$ cat src/rtl/csi_tx_packetizer.sv
// CSI-2 two-lane packet transmitter: turns FS/FE/LINE commands plus a pixel-byte
// stream into sync, ECC-protected header, payload and CRC footer words.
module csi_tx_packetizer #(
    parameter int         GAP_CYCLES = 8,
    parameter logic [1:0] VC         = 2'd0
) (
    input  logic        clock,
    input  logic        reset_n,
    input  logic        enable,
    input  logic        cmd_vld,
    output logic        cmd_rdy,
    input  logic [1:0]  cmd_type,
    input  logic [5:0]  cfg_dt,
    input  logic [15:0] cfg_wc,
    input  logic [15:0] pix_dat,
    input  logic        pix_vld,
    output logic        pix_rdy,
    output logic [15:0] tx_dat,
    output logic        tx_vld,
    output logic        tx_hs,
    output logic        err_underrun,
    output logic [2:0]  state_dbg
);

    // Handshakes: a command moves on a clock edge where cmd_vld & cmd_rdy, a payload
    // word where pix_vld & pix_rdy; ready never depends on the matching valid.

    typedef enum logic [2:0] {
        S_IDLE    = 3'd0,
        S_SYNC    = 3'd1,
        S_HDR0    = 3'd2,
        S_HDR1    = 3'd3,
        S_PAYLOAD = 3'd4,
        S_CRC     = 3'd5,
        S_GAP     = 3'd6
    } state_t;

    localparam logic [15:0] GAP_LAST = 16'(GAP_CYCLES - 1);

    function automatic logic [7:0] ecc_calc(input logic [23:0] d);
        logic [5:0] p;
        p[0] = d[0]^d[1]^d[2]^d[4]^d[5]^d[7]^d[10]^d[11]^d[13]^d[16]^d[20]^d[21]^d[22]^d[23];
        p[1] = d[0]^d[1]^d[3]^d[4]^d[6]^d[8]^d[10]^d[12]^d[14]^d[17]^d[20]^d[21]^d[22]^d[23];
        p[2] = d[0]^d[2]^d[3]^d[5]^d[6]^d[9]^d[11]^d[12]^d[15]^d[18]^d[20]^d[21]^d[22];
        p[3] = d[1]^d[2]^d[3]^d[7]^d[8]^d[9]^d[13]^d[14]^d[15]^d[19]^d[20]^d[21]^d[23];
        p[4] = d[4]^d[5]^d[6]^d[7]^d[8]^d[9]^d[16]^d[17]^d[18]^d[19]^d[20]^d[22]^d[23];
        p[5] = (^d[19:10])^d[21]^d[22]^d[23];
        return {2'b00, p};
    endfunction

    // Reflected CRC-16 (x^16+x^12+x^5+1), one byte fed LSB first.
    function automatic logic [15:0] crc_byte(input logic [15:0] crc_in, input logic [7:0] b);
        logic [15:0] c;
        c = crc_in;
        for (int i = 0; i < 8; i++) begin
            if (c[0] ^ b[i]) c = (c >> 1) ^ 16'h8408;
            else             c = c >> 1;
        end
        return c;
    endfunction

    state_t      state_q, state_d;
    logic [15:0] cnt_q, cnt_d;
    logic [7:0]  di_q, di_d;
    logic [15:0] wc_q, wc_d;
    logic        short_q, short_d;
    logic [15:0] frame_q, frame_d;
    logic [15:0] crc_q, crc_d;
    logic        err_q, err_d;

    logic        accept;
    logic [15:0] frame_inc;
    logic        cfg_wc_unused;

    assign cfg_wc_unused = cfg_wc[0];
    assign err_underrun  = err_q;
    assign state_dbg     = state_q;

    always_comb begin
        state_d   = state_q;
        cnt_d     = cnt_q;
        di_d      = di_q;
        wc_d      = wc_q;
        short_d   = short_q;
        frame_d   = frame_q;
        crc_d     = crc_q;
        err_d     = err_q;
        pix_rdy   = 1'b0;
        tx_dat    = 16'h0000;
        tx_vld    = 1'b0;
        tx_hs     = 1'b0;
        cmd_rdy   = (state_q == S_IDLE) & enable & reset_n;
        accept    = cmd_vld & cmd_rdy;
        frame_inc = (frame_q == 16'hFFFF) ? 16'h0001 : frame_q + 16'd1;

        case (state_q)
            S_IDLE: begin
                if (accept) begin
                    crc_d = 16'hFFFF;
                    cnt_d = 16'd0;
                    case (cmd_type)
                        2'd0: begin
                            frame_d = frame_inc;
                            wc_d    = frame_inc;
                            di_d    = {VC, 6'h00};
                            short_d = 1'b1;
                            state_d = S_SYNC;
                        end
                        2'd1: begin
                            wc_d    = frame_q;
                            di_d    = {VC, 6'h01};
                            short_d = 1'b1;
                            state_d = S_SYNC;
                        end
                        2'd2: begin
                            wc_d    = {cfg_wc[15:1], 1'b0};
                            di_d    = {VC, cfg_dt};
                            short_d = 1'b0;
                            state_d = S_SYNC;
                        end
                        default: state_d = S_IDLE;
                    endcase
                end
            end
            S_SYNC: begin
                tx_vld  = 1'b1;
                tx_hs   = 1'b1;
                tx_dat  = 16'hB8B8;
                state_d = S_HDR0;
            end
            S_HDR0: begin
                tx_vld  = 1'b1;
                tx_hs   = 1'b1;
                tx_dat  = {wc_q[7:0], di_q};
                state_d = S_HDR1;
            end
            S_HDR1: begin
                tx_vld = 1'b1;
                tx_hs  = 1'b1;
                tx_dat = {ecc_calc({wc_q, di_q}), wc_q[15:8]};
                cnt_d  = 16'd0;
                if (short_q) begin
                    state_d = S_GAP;
                end else if (wc_q == 16'd0) begin
                    state_d = S_CRC;
                end else begin
                    cnt_d   = {1'b0, wc_q[15:1]};
                    state_d = S_PAYLOAD;
                end
            end
            S_PAYLOAD: begin
                tx_hs   = 1'b1;
                pix_rdy = 1'b1;
                if (pix_vld) begin
                    tx_vld = 1'b1;
                    tx_dat = pix_dat;
                    crc_d  = crc_byte(crc_byte(crc_q, pix_dat[7:0]), pix_dat[15:8]);
                    cnt_d  = cnt_q - 16'd1;
                    if (cnt_q == 16'd1) state_d = S_CRC;
                end else begin
                    err_d = 1'b1;
                end
            end
            S_CRC: begin
                tx_vld  = 1'b1;
                tx_hs   = 1'b1;
                tx_dat  = crc_q;
                cnt_d   = 16'd0;
                state_d = S_GAP;
            end
            S_GAP: begin
                cnt_d = cnt_q + 16'd1;
                if (cnt_q == GAP_LAST) begin
                    cnt_d   = 16'd0;
                    state_d = S_IDLE;
                end
            end
            default: state_d = S_IDLE;
        endcase
    end

    always_ff @(posedge clock) begin
        if (!reset_n) begin
            state_q <= S_IDLE;
            cnt_q   <= 16'd0;
            di_q    <= 8'd0;
            wc_q    <= 16'd0;
            short_q <= 1'b0;
            frame_q <= 16'd0;
            crc_q   <= 16'hFFFF;
            err_q   <= 1'b0;
        end else begin
            state_q <= state_d;
            cnt_q   <= cnt_d;
            di_q    <= di_d;
            wc_q    <= wc_d;
            short_q <= short_d;
            frame_q <= frame_d;
            crc_q   <= crc_d;
            err_q   <= err_d;
        end
    end

endmodule

$ cat config.mk
export PLATFORM = sky130hd
export DESIGN_NAME = csi_tx_packetizer
export DESIGN_NICKNAME = d
export VERILOG_FILES = /design/src/rtl/csi_tx_packetizer.sv
export SDC_FILE = /design/constraint.sdc
export NUM_CORES = 1
export LEC_CHECK = 0
export CAP_MARGIN = 20
export CORE_UTILIZATION = 55
export DETAILED_ROUTE_END_ITERATION = 8
export DONT_BUFFER_PORTS = 1
export GPL_TIMING_DRIVEN = 0
export PLACE_DENSITY = 0.7
export SETUP_SLACK_MARGIN = 0.02
export SLEW_MARGIN = 20
export SYNTH_ARGS = -nofsm -noshare
export SYNTH_HDL_FRONTEND = slang
export SYNTH_SLANG_ARGS = --single-unit
export TNS_END_PERCENT = 1
$ cat constraint.sdc
create_clock -name clock -period 3 [get_ports clock]
set_input_delay 0.45 -clock clock [delete_from_list [all_inputs] [get_ports clock]]
set_output_delay 0.45 -clock clock [all_outputs]
set_load 0.01 [all_outputs]
# ---- After elaboration in Yosys (flattened, before gate mapping)
# Cells that the tools add are included.
# W data, S select, Z words.
dict set report totals {
  ff_bits 77
  in_bits 45
  output_inout_bits 24
  word_cells 218
}
dict set report op_classes {
  add_sub_neg 3
  eq_ne 15
  mux 73
  n_bitwise 100
  n_reduce_logical 19
}
# operator n
set op_table {}
lappend op_table {{$mux W16} 53}
lappend op_table {{$pmux W16 S5} 2}
lappend op_table {{$xor A1 B1 Y1} 80}
lappend op_table {{$not A2 Y3} 16}
lappend op_table {{$pmux W16 S3} 1}
lappend op_table {{$add A16 B1 Y16 const B} 2}
lappend op_table {{$pmux W16 S2} 1}
lappend op_table {{$mux W15} 2}
lappend op_table {{$pmux W8 S3} 1}
lappend op_table {{$pmux W3 S7} 1}
lappend op_table {{$eq A16 B1 Y1 const B} 1}
lappend op_table {{$eq A16 B16 Y1 const B} 1}
lappend op_table {{$eq A16 B3 Y1 const B} 1}
lappend op_table {{$logic_not A16 Y1} 1}
lappend op_table {{$sub A16 B1 Y16 const B} 1}
lappend op_table {{$reduce_and A3 Y1} 5}
lappend op_table {{$mux W3} 4}
lappend op_table {{$reduce_xor A10 Y1} 1}
lappend op_table {{$eq A3 B3 Y1 const B} 3}
lappend op_table {{$ne A2 B2 Y1 const B} 4}
lappend op_table {{$eq A3 B2 Y1 const B} 2}
lappend op_table {{$mux W1} 5}
lappend op_table {{$reduce_bool A5 Y1} 1}
lappend op_table {{$reduce_or A5 Y1} 1}
lappend op_table {{other kinds (16)} 20}

# ---- Logic depth before layout (Yosys ltp)
# Gate-level depths: netlist of run 1.
dict set report depth {
  word_depth 64
  mapped_depth 9
  depth_no_buf 8
}

# ---- Least setup slack after synthesis of run 1
# No wires, ideal clock.
dict set report synth_timing {
  path_kind {reg-to-output}
  start {register wc_q[12]}
  end {output tx_dat[12]}
  t_arrival_ns 1.849
  required_ns 2.550
  slack_ns 0.701
  path_stages_with_launch 8
  n_path_buf 1
  cell_sequence {dfxtp_1 clkbuf_1 xor2_1 xnor2_1 xnor3_1 o21ai_0 a21oi_1 a221o_1}
}
dict set report synth_via {
  elab_chain_cells 4
}
# element line
set synth_lines {}
lappend synth_lines {{from (decl)} 65} ;# logic [15:0] wc_q, wc_d;
lappend synth_lines {{from (signal assigned)} 196} ;# wc_q <= wc_d;
lappend synth_lines {{$xor A1 B1 Y1 (3 in a row)} 46} ;# p[4] = d[4]^d[5]^d[6]^d[7]^d[8]^d[9]^d[16]^d[17]^d[18]^d[19]^d[20]^d[22]^d[23];
lappend synth_lines {{$pmux W16 S5} 96} ;# case (state_q)
lappend synth_lines {{to (decl)} 18} ;# output logic [15:0] tx_dat,
# Every way passes these cells.

# ---- Worst setup path after layout of run 1
# Same ends and word-level chain as after synthesis.

==> impl_metrics.yaml, run 1 <==
floorplanning:
  die_height_um: 106.5
  die_w_um: 106.5
  dieArea_um2: 11340
  ios: 69
  core_um2: 10460
  rows: 37
  start_util_pct: 57.39
synthesis:
  syn_nets: 813
  synth.distinct_cells: 72
  syn_inst: 755
  synthArstFlopShare_pct: 0
  synth-edff-count: 0
  ys_seq_elements: 75
  syn_area_um2: 6005
  synthFlopType: "dfxtp_1"
  ys_seq_area_share_pct: 25.01
  yosysWarnings: 0
  syn_area_per_cell_um2: 7.953
finish:
  register_area_um2: 1501
  final.fill_count: 982
  fin_cells: 906
  multi_input_area_um2: 4167
  final_cell_area_um2: 6369
  layout-drive-gt1-share_pct: 7.403
  num_antenna_cells: 0
  final_nets: 823
  area_delta_synth_final_pct: 6.064
timing:
  slew_violations: 0
  finalHoldViolCount: 0
  min_period_ns: 2.852
  setup_violations: 0
  fmax_mhz: 350.6
  whs_ns: 0.2510
  rsz0062_at_grt: "no"
  skew_ns: 0.01025
  period_share_pct: 95.07
  slew_headroom_pct: 46.97
  tightest_slew_ns: 0.7939
  tns_ns: 0
placed_design:
  gp_congestion: 0.9255
  dpl.hpwl_mm: 13.80
  place_area_um2: 6175
  dp_cells: 891
  io_buffers: 0
route:
  drt-vias-per-instance: 6.321
  antenna_left: 0
  dr.pass1.iters: 5
  routed_wl_mm: 18.33
  wl_per_cell_um: 20.23
  drc_errors: 0
  via_count: 5727
  drtIter0Drc: 509
global_routing:
  grt-ovfl-total: 0
  grt_max_degree: 15
  grt_usage_pct: 33.29
  antenna_found_initial: 0
  grt_pass1_vias: 5495
  grt_pass1_wl_mm: 28.97
clock_network:
  htreeDepth: 3
  cts_tree: "done"
  path_clk_slew_ns: 0.08
  cts_root_buf: "clkbuf_8"
  cts_buffers: 9
  clock-sinks: 75
  clk_latency_ns: 0.37
  cts_buffer_depth: 2
  postCtsHoldBufs: 0
critical_path:
  crit_buf_inv: 1
  crit_chain: "clkbuf_2, xor2_2, xnor2_1, xnor3_1, o21ai_0, a21oi_1, a221o_1"
  cp.arrival_ns: 2.40
  cp-end-kind: "output pin"
  cp_top_family: "XOR/XNOR gates"
  path_max_fanout: 6
  worst-setup-path-type: "flip-flop to output pin"
  slowest_stage: "xnor3_1"
  crit_path_max_incr_delay_ns: 0.48
  start_kind: "flip-flop"
  required_ns: 2.55
power_and_ir_drop:
  p_leak_nw: 2.323
  power_density_nw_per_um2: 569.3
  sw_frac_of_total_pct: 42.73
  pwr-share-comb_pct: 48.0
  clkPwrFrac_pct: 20.3
  p_seq_share_pct: 31.7
  p_switching_mw: 1.549
  intPower_mw: 2.076
  peakVddDrop_v: 0.0003807
status:
  status: "finished, final reports clean"
job:
  cap_viol_max_count: 0
min_path:
  hold_path.class: "input pin to flip-flop"
[synth_stat cells (all sizes together) (8+ instances only)]
master | n | area (µm²)
a21boi | 27 | 202.7
a21oi | 47 | 235.2
a221oi | 8 | 70.07
a22o | 15 | 131.4
a22oi | 12 | 90.09
and2 | 11 | 68.82
buf | 17 | 97.60
clkbuf | 40 | 150.1
dfxtp | 75 | 1501
ha | 13 | 162.7
inv | 27 | 101.4
nand2 | 67 | 254.0
nand2b | 12 | 75.07
nand3 | 23 | 120.1
nor2 | 45 | 171.4
nor2b | 12 | 75.07
nor3 | 16 | 80.08
nor3b | 8 | 65.06
o21ai | 62 | 310.3
xnor2 | 77 | 726.9
xor2 | 36 | 322.8
[cells by family after synthesis]
family,synth area share (%)
muxes,1.167
DFF,25.01
AOI/OAI and AO/OA,25.19
buffers and inverters,5.814
xor gates and xnor gates,20.63
and+or+nand+nor,19.48
adders and majority gates,2.709
[metrics by stage]
| step | power (mW) | utilization [%] | setup slack [ns] |
|---|---|---|---|
| detailed placement | 2.855 | 59.02 | 0.2290 |
| global route | 3.806 | 60.87 | 0.01528 |
| CTS | 3.589 | 60.79 | 0.02403 |
| finish | 3.625 | 60.87 | 0.1479 |
| floorplan | 2.481 | - | 0.7009 |
| global placement | 2.816 | 59.02 | 0.2757 |
[final cells by class]
class	instances	area share [%]
multi-input combinational	596	65.42
sequential	75	23.58
buffer	56	3.949
tap	136	2.672
clock buffer	9	1.945
inverter	27	1.591
clock inverter	7	0.8448
[flip-flops by register name, indices dropped and copies added (netlist names)]
| signal | flops |
|---|---|
| cnt_q | 16 |
| crc_q | 16 |
| di_q | 6 |
| err_underrun | 1 |
| frame_q | 16 |
| short_q | 1 |
| state_dbg | 3 |
| wc_q | 16 |
[path summary, 6_finish.rpt]
check | depth (start not counted) | from | slack [ns] | to
max reg2reg | 9 | state_dbg[2] | 0.39 | frame_q[0]
min reg2reg | 2 | cnt_q[15] | 0.53 | cnt_q[15]
min | 2 | cfg_dt[4] | 0.25 | di_q[4]
max | 7 | wc_q[12] | 0.15 | tx_dat[12]
[power groups by stage]
stage	clock network [mW]	registers (mW)	logic (mW)
2_1_floorplan	0	1.13	1.35
3_3_place_gp	0	1.16	1.66
3_5_place_dp	0	1.16	1.69
4_1_cts	0.747	1.14	1.70
5_1_grt	0.790	1.16	1.86
6_report	0.735	1.15	1.74
[timing repair]
item	in CTS	in global routing
setup endpoints to repair	9	7
resized for setup	3	8
setup buffers	0	0
[layout by cell type (no fill, tap or decap), types with 26 or more instances in the layout]
cell,netlist,layout
a21boi_0,26,26
a21oi_1,47,47
clkbuf_1,40,34
dfxtp_1,75,75
inv_1,27,27
nand2_1,66,66
nor2_1,44,44
o21ai_0,60,60
xnor2_1,73,73
xor2_1,35,34
[layer usage]
layer	up-vias	GRT usage [%]	part of all wire, %	routed length, µm
li1	2697	-	-	-
met1	2728	42.36	42	7643
met2	262	53.94	47	8594
met3	40	6.560	8.3	1519
met4	0	15.85	3.1	571
met5	-	0	0	0
(Power assumes the default switching activity.)
==> run 2: changes to the inputs <==
Settings changed: CORE_ASPECT_RATIO from default to 1.5.
==> impl_metrics.yaml, run 2 (synthesis gave the netlist of run 1 again) <==
floorplanning:
  die_height_um: 130.0
  dieArea_um2: 11350
  die_w_um: 87.31
  ios: 69
  rows: 46
  core_um2: 10590
  start_util_pct: 56.70
timing:
  slew_violations: 0
  rsz0062_at_grt: "yes"
  tightest_slew_ns: 0.7719
  setup_violations: 0
  finalHoldViolCount: 0
  tns_ns: 0
  min_period_ns: 2.935
  skew_ns: 0.007663
  worst_slack_ns: 0.06520
  period_share_pct: 97.83
  slew_headroom_pct: 48.45
  fmax_mhz: 340.7
critical_path:
  cp-end-kind: "output pin"
  r2r_slack_ns: 0.34
  start_kind: "flip-flop"
  cp.arrival_ns: 2.48
  rr_startpoint: "frame_q[0]"
  worst-setup-path-type: "flip-flop to output pin"
  reg2reg_depth: 8
  r2r-end: "wc_q[7]"
  path_max_fanout: 6
  required_ns: 2.55
clock_network:
  cts_buffers: 9
  htreeDepth: 3
  clock-sinks: 75
  cts_root_buf: "clkbuf_16"
  clk_latency_ns: 0.34
  post-cts-setup-buffer-count: 0
  cts_buffer_depth: 2
  path_clk_slew_ns: 0.06
  cts_tree: "done"
  postCtsHoldBufs: 0
route:
  dr.pass1.iters: 5
  drt-vias-per-instance: 6.277
  drtIter0Drc: 553
  drc_errors: 0
  antenna_left: 0
  via_count: 5731
  wl_per_cell_um: 20.16
  routed_wl_mm: 18.41
finish:
  area_delta_synth_final_pct: 8.523
  final_nets: 822
  final_common_cell: "dfxtp_1"
  final.fill_count: 1019
  num_antenna_cells: 0
  layout_common_cells: "dfxtp_1 (75), xnor2_1 (73), nand2_1 (66)"
  layout-drive-gt1-share_pct: 7.022
  fin_cells: 913
global_routing:
  grt_usage_pct: 33.23
  grt-ovfl-total: 0
  grt_max_degree: 14
  grt_pass1_vias: 5488
  grt_pass1_wl_mm: 28.65
  antenna_found_initial: 0
placed_design:
  io_buffers: 0
  dp_cells: 899
  gp_congestion: 0.9478
  dpl.hpwl_mm: 14.01
  pre_cts_slack_ns: 0.1870
power_and_ir_drop:
  power_density_nw_per_um2: 623.9
  p_leak_nw: 2.381
  peakVddDrop_v: 0.0003466
min_path:
  hold_path.class: "input pin to flip-flop"
  holdPathEnd: "di_q[3]"
  hold_depth: 2
  min_from: "cfg_dt[3]"
job:
  cap_viol_max_count: 0
status:
  status: "finished, final reports clean"
run 2: worst max path at each step:
stage / slack (ns) / depth (start not counted) / startpoint / endpoint
3_3_place_gp: 0.21 / 5 / state_dbg[1] / tx_dat[11]
2_1_floorplan: 0.70 / 7 / wc_q[12] / tx_dat[12]
3_5_place_dp: 0.19 / 5 / state_dbg[1] / tx_dat[11]
6_report: 0.07 / 8 / wc_q[5] / tx_dat[13]
5_1_grt: 0.008 / 8 / wc_q[5] / tx_dat[13]
4_1_cts: 0.02 / 7 / state_dbg[0] / tx_dat[11]
run 2: cell type report:
cell class | count | area, µm² | area share (%)
buffer | 55 | 246.5 | 3.783
clock buffer | 11 | 242.7 | 3.725
clock inverter | 5 | 85.08 | 1.306
inverter | 27 | 101.3 | 1.555
multi-input combinational | 596 | 4159 | 63.82
sequential | 75 | 1501 | 23.04
tap | 144 | 180.2 | 2.765
run 2: stage by stage:
step / area [µm²] / util (%) / hold WS, ns / total power, mW
2_1_floorplan: 6005 / - / 0.4602 / 2.481
3_3_place_gp: 6185 / 58.40 / 0.4945 / 2.815
3_5_place_dp: 6185 / 58.40 / 0.5056 / 2.842
4_1_cts: 6520 / 61.57 / 0.2846 / 4.053
5_1_grt: 6516 / 61.53 / 0.2908 / 4.263
6_report: 6516 / 61.53 / 0.2839 / 4.066
run 2: routing by layer:
layer,wire length (µm),GRT usage (%),up-vias,share of wire (%)
met2,9295,57.26,241,50
li1,-,-,2696,-
met5,0,0,-,0
met4,952,19.00,0,5.2
met3,1224,6.958,73,6.6
met1,6937,37.65,2721,38
run 2: power by group:
| group | switching [mW] | internal, mW |
|---|---|---|
| Combinational | 0.984 | 0.719 |
| Clock | 0.452 | 0.756 |
| Sequential | 0.102 | 1.05 |
run 2: timing repair:
| item | in CTS | in global routing |
|---|---|---|
| cloned | 0 | 0 |
| endpoints found under the setup margin | 9 | 5 |
| resized for setup | 3 | 5 |
run 2: worst max-delay path, cell delays in order, from the launching register on:
cell	delay, ns
dfxtp_1	0.31
clkbuf_1	0.39
inv_1	0.09
ha_1	0.30
xor2_1	0.15
xnor2_1	0.20
xnor2_1	0.16
xnor2_1	0.08
o21ai_0	0.46
